`config.mk`:
```
export PLATFORM = sky130hd
export DESIGN_NAME = keypad_emulator
export DESIGN_NICKNAME = d
export VERILOG_FILES = /design/src/rtl/keypad_emulator.sv
export SDC_FILE = /design/constraint.sdc
export NUM_CORES = 1
export LEC_CHECK = 0
export ABC_AREA = 1
export CORE_UTILIZATION = 53
export CTS_BUF_LIST = sky130_fd_sc_hd__clkbuf_4 sky130_fd_sc_hd__clkbuf_8 sky130_fd_sc_hd__clkbuf_16
export CTS_CLUSTER_SIZE = 14
export DETAILED_ROUTE_END_ITERATION = 10
export GPL_TIMING_DRIVEN = 0
export PLACE_DENSITY = 0.82
export SYNTH_ARGS = -nofsm -noshare
export SYNTH_HDL_FRONTEND = slang
export SYNTH_SLANG_ARGS = --single-unit
```
`constraint.sdc`:
```
create_clock -name clock -period 1.48 [get_ports clock]
set_input_delay 0.296 -clock clock [delete_from_list [all_inputs] [get_ports clock]]
set_output_delay 0.296 -clock clock [all_outputs]
set_load 0.005 [all_outputs]
```
`src/rtl/keypad_emulator.sv`:
```
// 4x4 keypad responder: col->row is combinational (zero latency); one press/release per accepted request, key_ready low while busy (no queueing).
// Optional contact bounce at the start of PRESS and RELEASE is enabled by defining KEYEMU_BOUNCE_EN.
module keypad_emulator #(
  parameter int unsigned HOLD_CYCLES    = 50000,
  parameter int unsigned RELEASE_CYCLES = 50000,
  parameter int unsigned BOUNCE_CYCLES  = 256
) (
  input  logic       clock,
  input  logic       reset_n,
  input  logic       key_valid,
  input  logic [3:0] key_code,
  input  logic       cancel,
  input  logic [3:0] col,
  output logic [3:0] row,
  output logic       key_ready,
  output logic       busy,
  output logic       done
);

  localparam int unsigned MAX_HR  = (HOLD_CYCLES > RELEASE_CYCLES) ? HOLD_CYCLES : RELEASE_CYCLES;
  localparam int unsigned MAX_CYC = (MAX_HR > BOUNCE_CYCLES) ? MAX_HR : BOUNCE_CYCLES;
  localparam int unsigned CW      = $clog2(MAX_CYC + 1);

  localparam logic [CW-1:0] HOLD_LAST = CW'(HOLD_CYCLES - 1);
  localparam logic [CW-1:0] REL_LAST  = CW'(RELEASE_CYCLES - 1);

  typedef enum logic [1:0] {
    IDLE    = 2'd0,
    PRESS   = 2'd1,
    RELEASE = 2'd2
  } state_t;

  state_t        state_q;
  logic [CW-1:0] cnt_q;
  logic [3:0]    key_q;
  logic          done_q;
  logic          contact;

  // Counter only ever reaches HOLD_LAST/REL_LAST before clearing, so it cannot wrap.
  always_ff @(posedge clock) begin
    if (!reset_n) begin
      state_q <= IDLE;
      cnt_q   <= '0;
      key_q   <= '0;
      done_q  <= 1'b0;
    end else begin
      done_q <= 1'b0;
      case (state_q)
        IDLE: begin
          if (key_valid) begin
            key_q   <= key_code;
            cnt_q   <= '0;
            state_q <= PRESS;
          end
        end
        PRESS: begin
          if (cancel || (cnt_q == HOLD_LAST)) begin
            cnt_q   <= '0;
            state_q <= RELEASE;
          end else begin
            cnt_q <= cnt_q + CW'(1);
          end
        end
        RELEASE: begin
          if (cnt_q == REL_LAST) begin
            cnt_q   <= '0;
            done_q  <= 1'b1;
            state_q <= IDLE;
          end else begin
            cnt_q <= cnt_q + CW'(1);
          end
        end
        default: begin
          cnt_q   <= '0;
          state_q <= IDLE;
        end
      endcase
    end
  end

`ifdef KEYEMU_BOUNCE_EN
  localparam logic [CW-1:0] BOUNCE_LIM = CW'(BOUNCE_CYCLES);

  logic [7:0] lfsr_q;
  logic [7:0] lfsr_d;
  logic       in_bounce;

  // Fibonacci LFSR, taps 8,6,5,4.
  assign lfsr_d    = {lfsr_q[6:0], lfsr_q[7] ^ lfsr_q[5] ^ lfsr_q[4] ^ lfsr_q[3]};
  assign in_bounce = (cnt_q < BOUNCE_LIM);

  always_ff @(posedge clock) begin
    if (!reset_n) begin
      lfsr_q <= 8'hA5;
    end else begin
      lfsr_q <= lfsr_d;
    end
  end

  always_comb begin
    contact = 1'b0;
    case (state_q)
      PRESS:   contact = in_bounce ? lfsr_q[0] : 1'b1;
      RELEASE: contact = in_bounce ? lfsr_q[0] : 1'b0;
      default: contact = 1'b0;
    endcase
  end
`else
  assign contact = (state_q == PRESS);
`endif

  always_comb begin
    row = 4'hF;
    if (contact && !col[key_q[1:0]]) begin
      row[key_q[3:2]] = 1'b0;
    end
  end

  assign key_ready = (state_q == IDLE);
  assign busy      = (state_q != IDLE);
  assign done      = done_q;

endmodule

```
==> results of run 1 <==
[critical path: stages, from the launching register on]
cell,delay (ps)
dfxtp_2,390
inv_2,60
nor2_1,140
o221ai_2,130
nor2_1,160
buf_4,130
nand2_1,50
buf_2,130
[routing by layer]
layer | vias up | wire [um] | track usage (%)
li1 | 730 | - | -
met1 | 778 | 1959 | 33.98
met2 | 163 | 2707 | 51.90
met3 | 55 | 625 | 4.058
met4 | 0 | 474 | 19.74
met5 | - | 0 | 0
[synth_stat cells, drive strengths merged]
library cell  number  area, um^2
nor2              41       178.9
nand2             40       165.2
inv               30       115.1
dfxtp             23       460.4
nand3             22       137.6
a21oi             10       50.05
o21ai              9       45.04
nand4              6       37.54
ha                 4       50.05
buf                3       27.52
xor2               3       26.28
xnor2              2       17.52
a21o               1       7.510
clkinv             1       5.000
nor2b              1       6.260
nor3               1       5.000
nor4               1       6.260
o21a               1       7.510
o21bai             1       7.510
o221ai             1       8.760
[flip-flops by register name (all words and copies together) (netlist names)]
name     cells
cnt_q       16
done         1
key_q        4
state_q      2
[logic make-up after synthesis]
kind of cell    share of synthesized area (%)
compound gates                          9.258
buf+inv                                 10.82
flops                                   33.73
xor+xnor                                3.209
fa+ha+maj                               3.667
simple gates                            39.32
[layout make-up]
| cell class | count | area, um^2 |
|---|---|---|
| tap | 30 | 37.54 |
| fill | 105 | 326.6 |
| multi-input combinational | 144 | 1046 |
| sequential | 23 | 475.5 |
| buffer | 3 | 31.28 |
| inverter | 31 | 135.1 |
| clock buffer | 4 | 30.03 |
| timing repair buffer | 40 | 372.9 |
[repair_timing]
| item | CTS | global route |
|---|---|---|
| pin swaps | 21 | 21 |
| setup endpoints to repair | 19 | 25 |
| gates resized for setup | 60 | 61 |
| buffers inserted | 13 | 9 |
[path summary, 6_finish.rpt]
| check | start | depth (start not counted) | endpoint |
|---|---|---|---|
| worst min-delay path | key_q[2] | 2 | key_q[2] |
| worst max-delay path | key_q[0] | 7 | row[2] |
| worst min register to register | key_q[2] | 2 | key_q[2] |
| worst max register to register | state_q[0] | 12 | cnt_q[14] |
[per-stage QoR]
stage | cell area (um^2) | total power [mW] | setup slack (ps) | cells | utilization, %
4_1_cts | 1862 | 1.380 | -236.6 | 266 | 75.84
6_report | 2128 | 1.571 | -368.0 | 275 | 86.70
3_5_place_dp | 1583 | 0.9072 | -546.3 | 249 | 64.48
3_3_place_gp | 1583 | 0.9043 | -552.5 | 249 | 64.48
5_1_grt | 2128 | 1.622 | -506.3 | 275 | 86.70
2_1_floorplan | 1365 | 0.8138 | 86.29 | 201 | -
[power by group]
group	internal, mW	total [mW]	switching (mW)
sequential	0.639	0.662	0.0231
combinational	0.258	0.545	0.287
clock	0.125	0.364	0.239
==> metrics, run 1 <==
clock sinks 23; CTS max path bufs 2; first-pass GRT wire length about 6000 um; Synth Cell Area roughly 0.0014 mm^2; die span in y ~53 um; routed via count around 1700; layout cells sized above 1 approximately 43%; Die ar. 0.002783 mm^2; crit path kind reg2out; most frequent cells in the layout nand2_1, nor2_1, inv_1, dfxtp_1, buf_4; final WL just under 6000 um; Worst-path clk slew 150 ps; VDD IR max 0.7134 mV; clk_skew just under 9 ps; worst-margin pin slew approximately 400 ps; Die Wd approximately 53 um; failing checks setup timing; Starting Density between 50 and 60%; CTS tree built; IO Count 19; 1st-iter DRT viols 180; Period minus WS final 1848 ps; startpoint types flip-flop; RSZ-0062 raised after global routing true; Hold Fails Final Rpt 0; Hold Worst Slack 545.4 ps; max-slew violations 0; later-pin clock latency in the skew report 360 ps; WL/cell between 20 and 25 um; total track usage between 30% and 40%; Worst Setup End Kind output port; Synth cell types 28; area delta synth->final 55.91%; data arrival time of the critical path between 1500 and 2000 ps; CTS Root Cell clkbuf_4; fmax ~540 MHz; Max Cap Viol 0; Crit Path Max Fanout 3; Antenna Violating Nets Remaining 0; vias per cell around 6.3; gr ovfl total 0; row cnt 18; TNS Setup -4314 ps; PortBufs 18; CTS Buf Count 3; Remaining DRCs 0; syn nets between 200 and 250; placer congestion estimate just under 0.9; initial antenna violation count 0; detailed-router iteration count before antenna repair 6; synth warn 0; syn avg cell area ~6.8 um^2; CTS Hold Bufs 0; Cells after Synth between 200 and 250; final worst path period share 124.9%; Worst slew margin between 70% and 80%; antenna cells 0; core area ~0.0025 mm^2; nets around 260; largest net degree at the start of global routing 13; number of setup violations in the final report 27; dpl hpwl about 2200 um; Lkg Pwr 0.8060 nW; worst hold path type reg2reg; most common cell after layout, fill and taps aside nand2_1; register-to-register setup slack -260 ps; sequential fraction of the synthesis area ~34%; #FFs+latches synth 23; H-tree depth 1; critical path required time between 1000 and 1500 ps; status complete, but fails checks; Power Dens Cells 738.3 mW/mm^2; vias in the first global route between 1000 and 1500; setup ws final -368.0 ps
Power figures use the tool's default switching activity.
==> run 2, diff against run 1 <==
Settings changed: SKIP_LAST_GASP from default to 1, SLEW_MARGIN from default to 20.
==> metrics, run 2 (synthesis gave the netlist of run 1 again) <==
Hold Worst Slack ~560 ps; dpl cells about 250; Worst-path clk slew about 150 ps; CTS Hold Bufs 0; most common cell after layout, fill and taps aside nand2_1; Max Cap Viol 0; largest net degree at the start of global routing 13; first-pass GRT wire length 6078 um; Regs by FF count cnt_q: 16 flops, key_q: 4 flops, state_q: 2 flops; nets approximately 260; VDD IR max just under 0.8 mV; CTS Root Cell clkbuf_4; gr ovfl total 0; detailed-router iteration count before antenna repair 6; H-tree depth 1; Die ar. between 0.002 and 0.003 mm^2; PortBufs 18; worst-margin pin slew 435.4 ps; startpoint types input pin; placer congestion estimate approximately 0.86; Worst slew margin 70.71%; Worst Setup End Kind output port; later-pin clock latency in the skew report about 350 ps; dpl hpwl between 2000 and 2500 um; clock sinks 23; fmax just under 500 MHz; final worst path period share 136.0%; DP Area around 0.0016 mm^2; max FFs per register 16; Crit Path Max Fanout 2; total track usage between 30% and 40%; critical path required time around 1200 ps; Remaining DRCs 0; die span in y 52.75 um; routed via count between 1500 and 2000; TNS Setup -4821 ps; vias in the first global route 1446; most frequent cells in the layout nand2_1, nor2_1, inv_1, dfxtp_1; status complete, but fails checks; initial antenna violation count 1; data arrival time of the critical path between 1500 and 2000 ps; CTS Buf Count 3; max-slew violations 0; Antenna Violating Nets Remaining 0; IO Count 19; total power 1.541 mW; Die Wd 52.75 um; vias per cell approximately 6.5; setup ws final -532.1 ps; Hold Fails Final Rpt 0; RSZ-0062 raised after global routing true; Power Dens Cells slightly above 700 mW/mm^2; Period minus WS final around 2000 ps; worst hold path type reg2reg; post-layout util 86.54%; row cnt 18; number of setup violations in the final report 24; fillers approximately 100; area delta synth->final 55.64%; Top reg by flops cnt_q; core area about 0.0025 mm^2; pre-CTS WS -546.3 ps; clk_skew 19.52 ps; crit path kind in2out; failing checks setup timing; final WL about 5700 um; Lkg Pwr a little under 0.8 nW; CTS tree built; layout cells sized above 1 43.03%; Starting Density between 50% and 60%; CTS max path bufs 2; Final Cell Area roughly 0.0021 mm^2; WL/cell a little over 20 um; 1st-iter DRT viols 157; Finished Layout Cells between 200 and 300
-- run 2: power by group --
part	leakage, nW	switching, mW	internal [mW]
clock	0.0184	0.225	0.124
combinational	0.584	0.282	0.248
sequential	0.190	0.0220	0.639
-- run 2: path summary, 6_finish.rpt --
check / from / to / slack [ps] / cells past startpoint
max reg2reg: state_q[0] / cnt_q[12] / -260 / 11
min: cnt_q[1] / cnt_q[1] / 560 / 2
min reg2reg: cnt_q[1] / cnt_q[1] / 560 / 2
max: col[0] / row[2] / -530 / 7
-- run 2: cell type report --
cell class	instances	area, um^2	share of cell area [%]
Antenna cell	1	2.502	0.1178
Buffer	3	31.28	1.472
Clock buffer	4	30.03	1.413
Inverter	31	135.1	6.360
Multi-Input combinational cell	144	1051	49.47
Sequential cell	23	475.5	22.38
Tap cell	30	37.54	1.767
Timing Repair Buffer	39	361.6	17.02
-- run 2: layer usage --
layer	track usage (%)	vias up	wire length [um]
met2	52.11	181	2556
met3	5.217	76	656
li1	-	728	-
met1	33.98	798	1901
met4	20.61	0	594
met5	0	-	0
-- run 2: timing repair --
action | 4_1_cts | 5_1_grt
pin swaps | 21 | 23
endpoints found under the hold margin | 0 | 0
setup buffers | 13 | 8
setup endpoints to repair | 19 | 25
gates cloned | 0 | 0
gates resized for setup | 55 | 66
-- run 2: worst max-delay path: stages --
cell and delay (ps):
clkdlybuf4s50_1 460, o21ai_1 240, o221ai_2 160, nor2_1 190
buf_4 150, nand2_1 80, buf_2 140
